File: src/rtl/line_operand_unpacker.sv
// ---------------------------------------------------------------------------
// line_operand_unpacker
//
// Purpose:
//   Feeds the clk_div2-domain arithmetic unit (multiplier/divider) of the
//   division test AFU. Takes 512-bit read-response cache lines, keeps up to
//   two of them (an active line being issued and a pending line waiting),
//   and hands out the packed 32-bit operand pairs one per op handshake.
//   Holding a pending line lets the next line start on the cycle right after
//   the last pair of the current one, so back-to-back lines have no bubble.
//
// Ports:
//   i_clk          sole clock, all logic on posedge
//   i_rst_n        asynchronous active-low reset
//   i_flush        synchronous clear of both line buffers
//   i_line_valid   input line present
//   o_line_ready   a line can be taken this cycle (pending buffer empty)
//   i_line_data    line; pair i: a = [2*i*DATA_LEN +: DATA_LEN],
//                  b = [(2*i+1)*DATA_LEN +: DATA_LEN]
//   i_line_count   number of valid pairs minus one
//   o_op_valid     operand pair present
//   i_op_ready     arithmetic unit takes the pair
//   o_op_a/o_op_b  current operands
//   o_op_idx       index of current pair within its line
//   o_op_last      current pair is the last of its line
//   o_done         one-cycle pulse per completed line
//   o_busy         active or pending buffer occupied
//   o_line_cnt     completed lines, wraps 0xFFFF -> 0
// ---------------------------------------------------------------------------
module line_operand_unpacker #(
  parameter  int DATA_LEN  = 32,
  parameter  int LINE_BITS = 512,
  localparam int PAIRS     = LINE_BITS / (2 * DATA_LEN),
  localparam int CW        = $clog2(PAIRS)
) (
  input  logic                 i_clk,
  input  logic                 i_rst_n,
  input  logic                 i_flush,
  input  logic                 i_line_valid,
  output logic                 o_line_ready,
  input  logic [LINE_BITS-1:0] i_line_data,
  input  logic [CW-1:0]        i_line_count,
  output logic                 o_op_valid,
  input  logic                 i_op_ready,
  output logic [DATA_LEN-1:0]  o_op_a,
  output logic [DATA_LEN-1:0]  o_op_b,
  output logic [CW-1:0]        o_op_idx,
  output logic                 o_op_last,
  output logic                 o_done,
  output logic                 o_busy,
  output logic [15:0]          o_line_cnt
);

  localparam int OFFW = $clog2(LINE_BITS);

  // The active side is either idle or issuing pairs of its line.
  typedef enum logic {
    EMPTY = 1'b0,
    ISSUE = 1'b1
  } state_t;

  state_t               r_state;
  logic [LINE_BITS-1:0] r_act_data;
  logic [CW-1:0]        r_act_count;
  logic [CW-1:0]        r_act_idx;
  logic [LINE_BITS-1:0] r_pend_data;
  logic [CW-1:0]        r_pend_count;
  logic                 r_pend_valid;
  logic                 r_done;
  logic [15:0]          r_line_cnt;

  logic                 w_act_valid;
  logic                 w_accept;
  logic                 w_fire;
  logic                 w_last_fire;
  logic [OFFW-1:0]      w_a_off;
  logic [OFFW-1:0]      w_b_off;

  assign w_act_valid = (r_state == ISSUE);

  // Ready depends only on the pending register, never on i_line_valid.
  assign o_line_ready = !r_pend_valid;
  assign w_accept     = i_line_valid && o_line_ready;

  assign o_op_valid   = w_act_valid;
  assign o_op_idx     = r_act_idx;
  assign o_op_last    = w_act_valid && (r_act_idx == r_act_count);
  assign w_fire       = o_op_valid && i_op_ready;
  assign w_last_fire  = w_fire && o_op_last;

  // Each pair occupies 2*DATA_LEN bits; b sits DATA_LEN above a.
  assign w_a_off = OFFW'(r_act_idx) * OFFW'(2 * DATA_LEN);
  assign w_b_off = w_a_off + OFFW'(DATA_LEN);
  assign o_op_a  = r_act_data[w_a_off +: DATA_LEN];
  assign o_op_b  = r_act_data[w_b_off +: DATA_LEN];

  assign o_done     = r_done;
  assign o_busy     = w_act_valid || r_pend_valid;
  assign o_line_cnt = r_line_cnt;

  // Single sequential block for the active/pending buffers and counters.
  // A last-pair handshake always counts as a completed line, even in a
  // flush cycle; flush then wins over any accept or promotion. Since an
  // accept needs the pending slot empty, a promotion never coincides with
  // a new line entering pending.
  always_ff @(posedge i_clk or negedge i_rst_n) begin
    if (!i_rst_n) begin
      r_state      <= EMPTY;
      r_act_data   <= '0;
      r_act_count  <= '0;
      r_act_idx    <= '0;
      r_pend_data  <= '0;
      r_pend_count <= '0;
      r_pend_valid <= 1'b0;
      r_done       <= 1'b0;
      r_line_cnt   <= '0;
    end else begin
      r_done <= w_last_fire;
      if (w_last_fire) begin
        r_line_cnt <= r_line_cnt + 16'd1;
      end

      if (i_flush) begin
        r_state      <= EMPTY;
        r_pend_valid <= 1'b0;
        r_act_idx    <= '0;
      end else begin
        case (r_state)
          EMPTY: begin
            if (w_accept) begin
              r_state     <= ISSUE;
              r_act_data  <= i_line_data;
              r_act_count <= i_line_count;
              r_act_idx   <= '0;
            end
          end
          ISSUE: begin
            if (w_last_fire) begin
              if (r_pend_valid) begin
                r_act_data   <= r_pend_data;
                r_act_count  <= r_pend_count;
                r_act_idx    <= '0;
                r_pend_valid <= 1'b0;
              end else if (w_accept) begin
                r_act_data  <= i_line_data;
                r_act_count <= i_line_count;
                r_act_idx   <= '0;
              end else begin
                r_state   <= EMPTY;
                r_act_idx <= '0;
              end
            end else begin
              if (w_fire) begin
                r_act_idx <= r_act_idx + CW'(1);
              end
              if (w_accept) begin
                r_pend_data  <= i_line_data;
                r_pend_count <= i_line_count;
                r_pend_valid <= 1'b1;
              end
            end
          end
          default: r_state <= EMPTY;
        endcase
      end
    end
  end

endmodule

File: config.mk
export PLATFORM = sky130hd
export DESIGN_NAME = line_operand_unpacker
export DESIGN_NICKNAME = d
export VERILOG_FILES = /design/src/rtl/line_operand_unpacker.sv
export SDC_FILE = /design/constraint.sdc
export NUM_CORES = 2
export LEC_CHECK = 0
export CAP_MARGIN = 20
export CORE_UTILIZATION = 40
export DETAILED_ROUTE_END_ITERATION = 8
export GPL_TIMING_DRIVEN = 0
export SYNTH_ARGS = -nofsm -noshare
export SYNTH_HDL_FRONTEND = slang
export SYNTH_SLANG_ARGS = --single-unit
File: constraint.sdc
create_clock -name i_clk -period 6.2 [get_ports i_clk]
set_input_delay 1.24 -clock i_clk [delete_from_list [all_inputs] [get_ports i_clk]]
set_output_delay 1.24 -clock i_clk [all_outputs]
set_load 0.02 [all_outputs]
-- Word-level counts from Yosys, hierarchy flattened
Cells that the tools add are included.
- multiplexer cells: 22
- equal/unequal tests: 4
- reduce and logical (&&, ||, !) cells: 12
- shift-type cells: 2
- add/subtract/negate cells: 3
- bitwise gates (word level): 3
- operators with widths (operator ; count):
    $mux 512 ; 3
    $pmux 512 s2 ; 1
    $shiftx 512x10->32 ; 2
    $mux 3 ; 7
    $add 16x1->16 const B ; 1
    $pmux 3 s2 ; 2
    $add 9x6->9 const B ; 1
    $mux 1 ; 8
    $reduce_and 2->1 ; 3
    $logic_and 1x1->1 ; 4
    $ne 4x2->1 const B ; 1
    $reduce_and 4->1 ; 1
    $add 3x1->3 const B ; 1
    $eq 3x3->1 ; 1
    $ne 3x3->1 const B ; 1
    $not 1->1 ; 3
    $reduce_bool 3->1 ; 1
    $ne 2x1->1 const B ; 1
    $pmux 1 s2 ; 1
    $reduce_bool 2->1 ; 1
    $logic_not 1->1 ; 1
    $logic_or 1x1->1 ; 1
- bits of input ports: 520
- output and inout bits: 88
- logic and storage cells: 55
- register bits after elaboration: 1052

-- Longest topological paths before layout
- word-level depth: 7
- mapped depth: 9
- depth with buffers taken out: 5

-- Worst setup path before layout
No wires, ideal clock.
- kind: register -> output
- start: reg r_act_idx[0] (netlist: o_op_idx[0])
- end: out o_op_b[11]
- cell stages (with the launch flop): 6
- data arrival time: 2342 ps
- data required time: 4960 ps
- slack: 2618 ps
- path buffers: 3
- cell sequence: dfrtp_1 buf_2 buf_2 buf_1 mux4_2 mux2_2
- longest elaborated chain between the ends: 2
- ends and longest elaborated chain (item ; RTL line ; source):
    start: declaration ; 65 ; logic [CW-1:0] r_act_idx;
    start signal: assignment ; 154 ; r_act_idx <= r_act_idx + CW'(1);
    $add 9x6->9 ; 93 ; assign w_b_off = w_a_off + OFFW'(DATA_LEN);
    $shiftx 512x10->32 ; 95 ; assign o_op_b = r_act_data[w_b_off +: DATA_LEN];
    end: declaration ; 46 ; output logic [DATA_LEN-1:0] o_op_b,
No other way between the ends.

-- Worst setup path after layout
- start: reg r_act_idx[1] (netlist: o_op_idx[1])
- end: out o_op_a[27]
- longest elaborated chain between the ends: 1
- ends and longest elaborated chain (item ; RTL line ; source):
    $shiftx 512x10->32 ; 94 ; assign o_op_a = r_act_data[w_a_off +: DATA_LEN];
    end: declaration ; 45 ; output logic [DATA_LEN-1:0] o_op_a,
No other way between the ends.

==> metrics.yaml <==
placed_design:
  gp_congestion: 0.853
  place_ws_ns: 1.12
  hpwl_um: 121000
  numPortBuffers: 607
routing:
  detail-route-antenna-nets: 0
  drt_iter0_drc: 2682
  drcViolationCount: 0
  drt-wirelength-per-cell_um: 29.5
  firstDrtPassIters: 5
  vias_per_cell: 5.89
  routed_wl_um: 164000
  via_count: 32800
floorplanning:
  fp.dieW_um: 339
  core-area_sq_um: 112000
  dieArea_sq_um: 115000
  pin_count: 608
  fp.dieH_um: 339
  row_count: 123
  initial_utilization: 0.403
clock_tree:
  cts_buffer_depth: 3
  cts_buffers: 111
  cts_resized: 0
  clkTransAtPathRegs_ns: 0.06
  cts.sinks: 1052
  root_buffer: "clkbuf_16"
  cts_tree: "built"
  post_cts_buffers: 0
  htreeDepth: 3
  hold_buffers: 0
  worstSkewPairLatency_ns: 0.70
critical_path:
  critPathSlowestCell: "dfrtp_1"
  end_kind: "primary output"
  r2r_slack_ns: 2.04
  critical_path.startpoint_type: "flip-flop"
  critPathArrivalTime_ns: 4.40
  ff2ff_path_depth: 7
  path_class: "reg -> out"
  cp_max_fo: 10
  worstPathCellList: "clkbuf_1 > buf_8 > clkbuf_1 > mux4_2 > mux2_2 > clkdlybuf4s50_1"
  crit_path_frequent_cell: "clkbuf_1"
  reg2reg_from: "o_op_idx[1]$_DFFE_PN0P_"
  cpPeakStageDelay_ns: 0.77
  r2r_end: "r_act_data[2]$_DFFE_PN0P_"
  cp.required_ns: 4.96
sta:
  fin_ws_ns: 0.561
  timing.final.crit_period_ns: 5.64
  fmax_mhz: 177
  finalCritPeriodShare: 0.910
  rsz0062_at_grt: "false"
  slew_violations: 0
  setup_viol: 0
  setup_tns_ns: 0
  tightest_slew_ns: 1.11
  max-slew-margin-rel: 0.258
  finalHoldViolCount: 0
  fin_worst_skew_ns: 0.0181
power:
  max-vdd-ir-drop_v: 0.000253
  netSwitchingFraction: 0.306
  p_int_uw: 18100
  p_leak_uw: 0.0230
  power_frac_comb: 0.282
  p_seq_frac: 0.448
  pwr-share-clk: 0.270
  p_per_area_nw_per_um2: 452
  switchingPower_uw: 7960
yosys:
  synthTopCellsByCount: "dfrtp_1, a2bb2oi_1, o22ai_1, mux2_2, mux2_1"
  mappedNetlistArea_sq_um: 45400
  syn_area_per_cell_sq_um: 14.2
  synth.net_count: 3718
  ys_seq_area_frac: 0.580
  synthArstFlopShare: 1.00
  synth_area_leader_cell: "dfrtp_1"
  synth.area.top_cells: "dfrtp_1, a2bb2oi_1, mux2_2"
  synthCells: 3196
  synth_warnings: 0
  synth_top_area_frac: 0.580
  yosysMostFrequentCell: "dfrtp_1"
  ys_ff_latch: 1052
  synth.distinct_cells: 36
  synthFlopType: "dfrtp_1"
  synth-edff-count: 0
cells_and_area:
  utilization: 0.513
  fin_nets: 4458
  area_delta_synth_final_pct: 27.0
  drive_gt1_frac: 0.189
global_route:
  grt_max_degree: 178
  overflow: 0
  grt_pass1_vias: 33600
  grt_usage: 0.283
  grt_pass1_wl_um: 236000
  antenna_found_initial: 44
job:
  max_cap_violations: 0
worst_hold_path:
  hold_class: "in -> async"
outcome:
  outcome: "finished clean"
[power by group through the flow]
stage / combinational, uW / clock (uW) / sequential, uW
6_report: 7340 / 7030 / 11700
5_1_grt: 7820 / 7420 / 12000
4_1_cts: 7410 / 7140 / 11600
3_5_place_dp: 7370 / 0 / 11700
3_3_place_gp: 7220 / 0 / 11800
2_1_floorplan: 4800 / 0 / 11000
[per-stage QoR]
stage	hold slack, ns	power [uW]	instances	instance area [sq um]
after floorplan	0.465	15800	3196	45400
after global placement	0.463	19000	5303	53300
after detailed placement	0.470	19100	5318	53700
after CTS	0.440	26200	5523	57500
after global routing	0.464	27200	5548	57600
final	0.459	26000	5557	57700
[worst max-delay path by stage]
stage | start | endpoint | slack, ns | cells after the start
finish | o_op_idx[1]$_DFFE_PN0P_ | o_op_a[27] | 0.56 | 6
global route | o_op_idx[0]$_DFFE_PN0P_ | o_op_a[30] | 0.35 | 7
CTS | o_op_idx[0]$_DFFE_PN0P_ | o_op_a[27] | 0.33 | 7
detailed placement | o_op_idx[0]$_DFFE_PN0P_ | o_op_a[27] | 1.12 | 7
global placement | i_rst_n | r_pend_data[167]$_DFFE_PN0P_ | -45.55 | 1
floorplan | o_op_idx[0]$_DFFE_PN0P_ | o_op_b[11] | 2.62 | 5
[critical path: cells and delay by family, from the launching register on]
kind	cells	cell delay (ns)
mux	2	0.72
flops	1	0.77
buf+inv	4	2.18
[placed cells by master (no fill, tap or decap), types with 10 or more instances in the layout]
| cell | Yosys | layout |
|---|---|---|
| dfrtp_1 | 1052 | 1052 |
| clkdlybuf4s50_1 | 0 | 606 |
| o22ai_1 | 515 | 515 |
| a2bb2oi_1 | 515 | 515 |
| mux2_2 | 340 | 340 |
| mux2_1 | 239 | 239 |
| clkbuf_1 | 212 | 227 |
| mux4_2 | 128 | 128 |
| clkbuf_16 | 0 | 115 |
| buf_2 | 67 | 68 |
| buf_1 | 32 | 31 |
| diode_2 | 0 | 29 |
| clkbuf_8 | 0 | 28 |
| clkinv_2 | 0 | 23 |
| nand2_1 | 14 | 14 |
| buf_6 | 10 | 12 |
| bufinv_16 | 0 | 11 |
| buf_8 | 0 | 11 |
| xnor2_1 | 10 | 10 |
[area by class of cell]
type	count	area (sq um)
antenna	29	72.6
clock buffer	164	3340
buffer	324	1400
clock inverter	41	503
tap	1500	1880
inverter	4	15.0
sequential	1052	26300
multi-input combinational	1816	17700
fill	9738	54800
timing repair buffer	627	6470
[cell families after synthesis]
group / after synthesis / share of synthesized area
and+or+nand+nor: 48 / 0.00595
DFF: 1052 / 0.580
xor gates and xnor gates: 18 / 0.00347
muxes: 708 / 0.207
buffers and inverters: 328 / 0.0309
AOI/OAI and AO/OA: 1040 / 0.172
adders and majority gates: 2 / 0.000551
[sequential cells by signal, indices dropped and copies added (netlist names)]
name and flops:
o_line_cnt 16, r_act_data 512, r_act_count 3, o_done 1, o_op_valid 1, r_pend_count 3
r_pend_data 512, r_pend_valid 1, o_op_idx 3
[per-layer routing]
layer	vias to the layer above	wire length, um	part of all wire	global-route usage
met4	16	3630	0.022	0.0783
met1	17200	71900	0.44	0.396
met2	1132	77600	0.47	0.445
met5	-	106	0.00065	0
met3	193	10800	0.066	0.0603
li1	14200	-	-	-
Note: power is estimated with default switching activity, not from simulation.
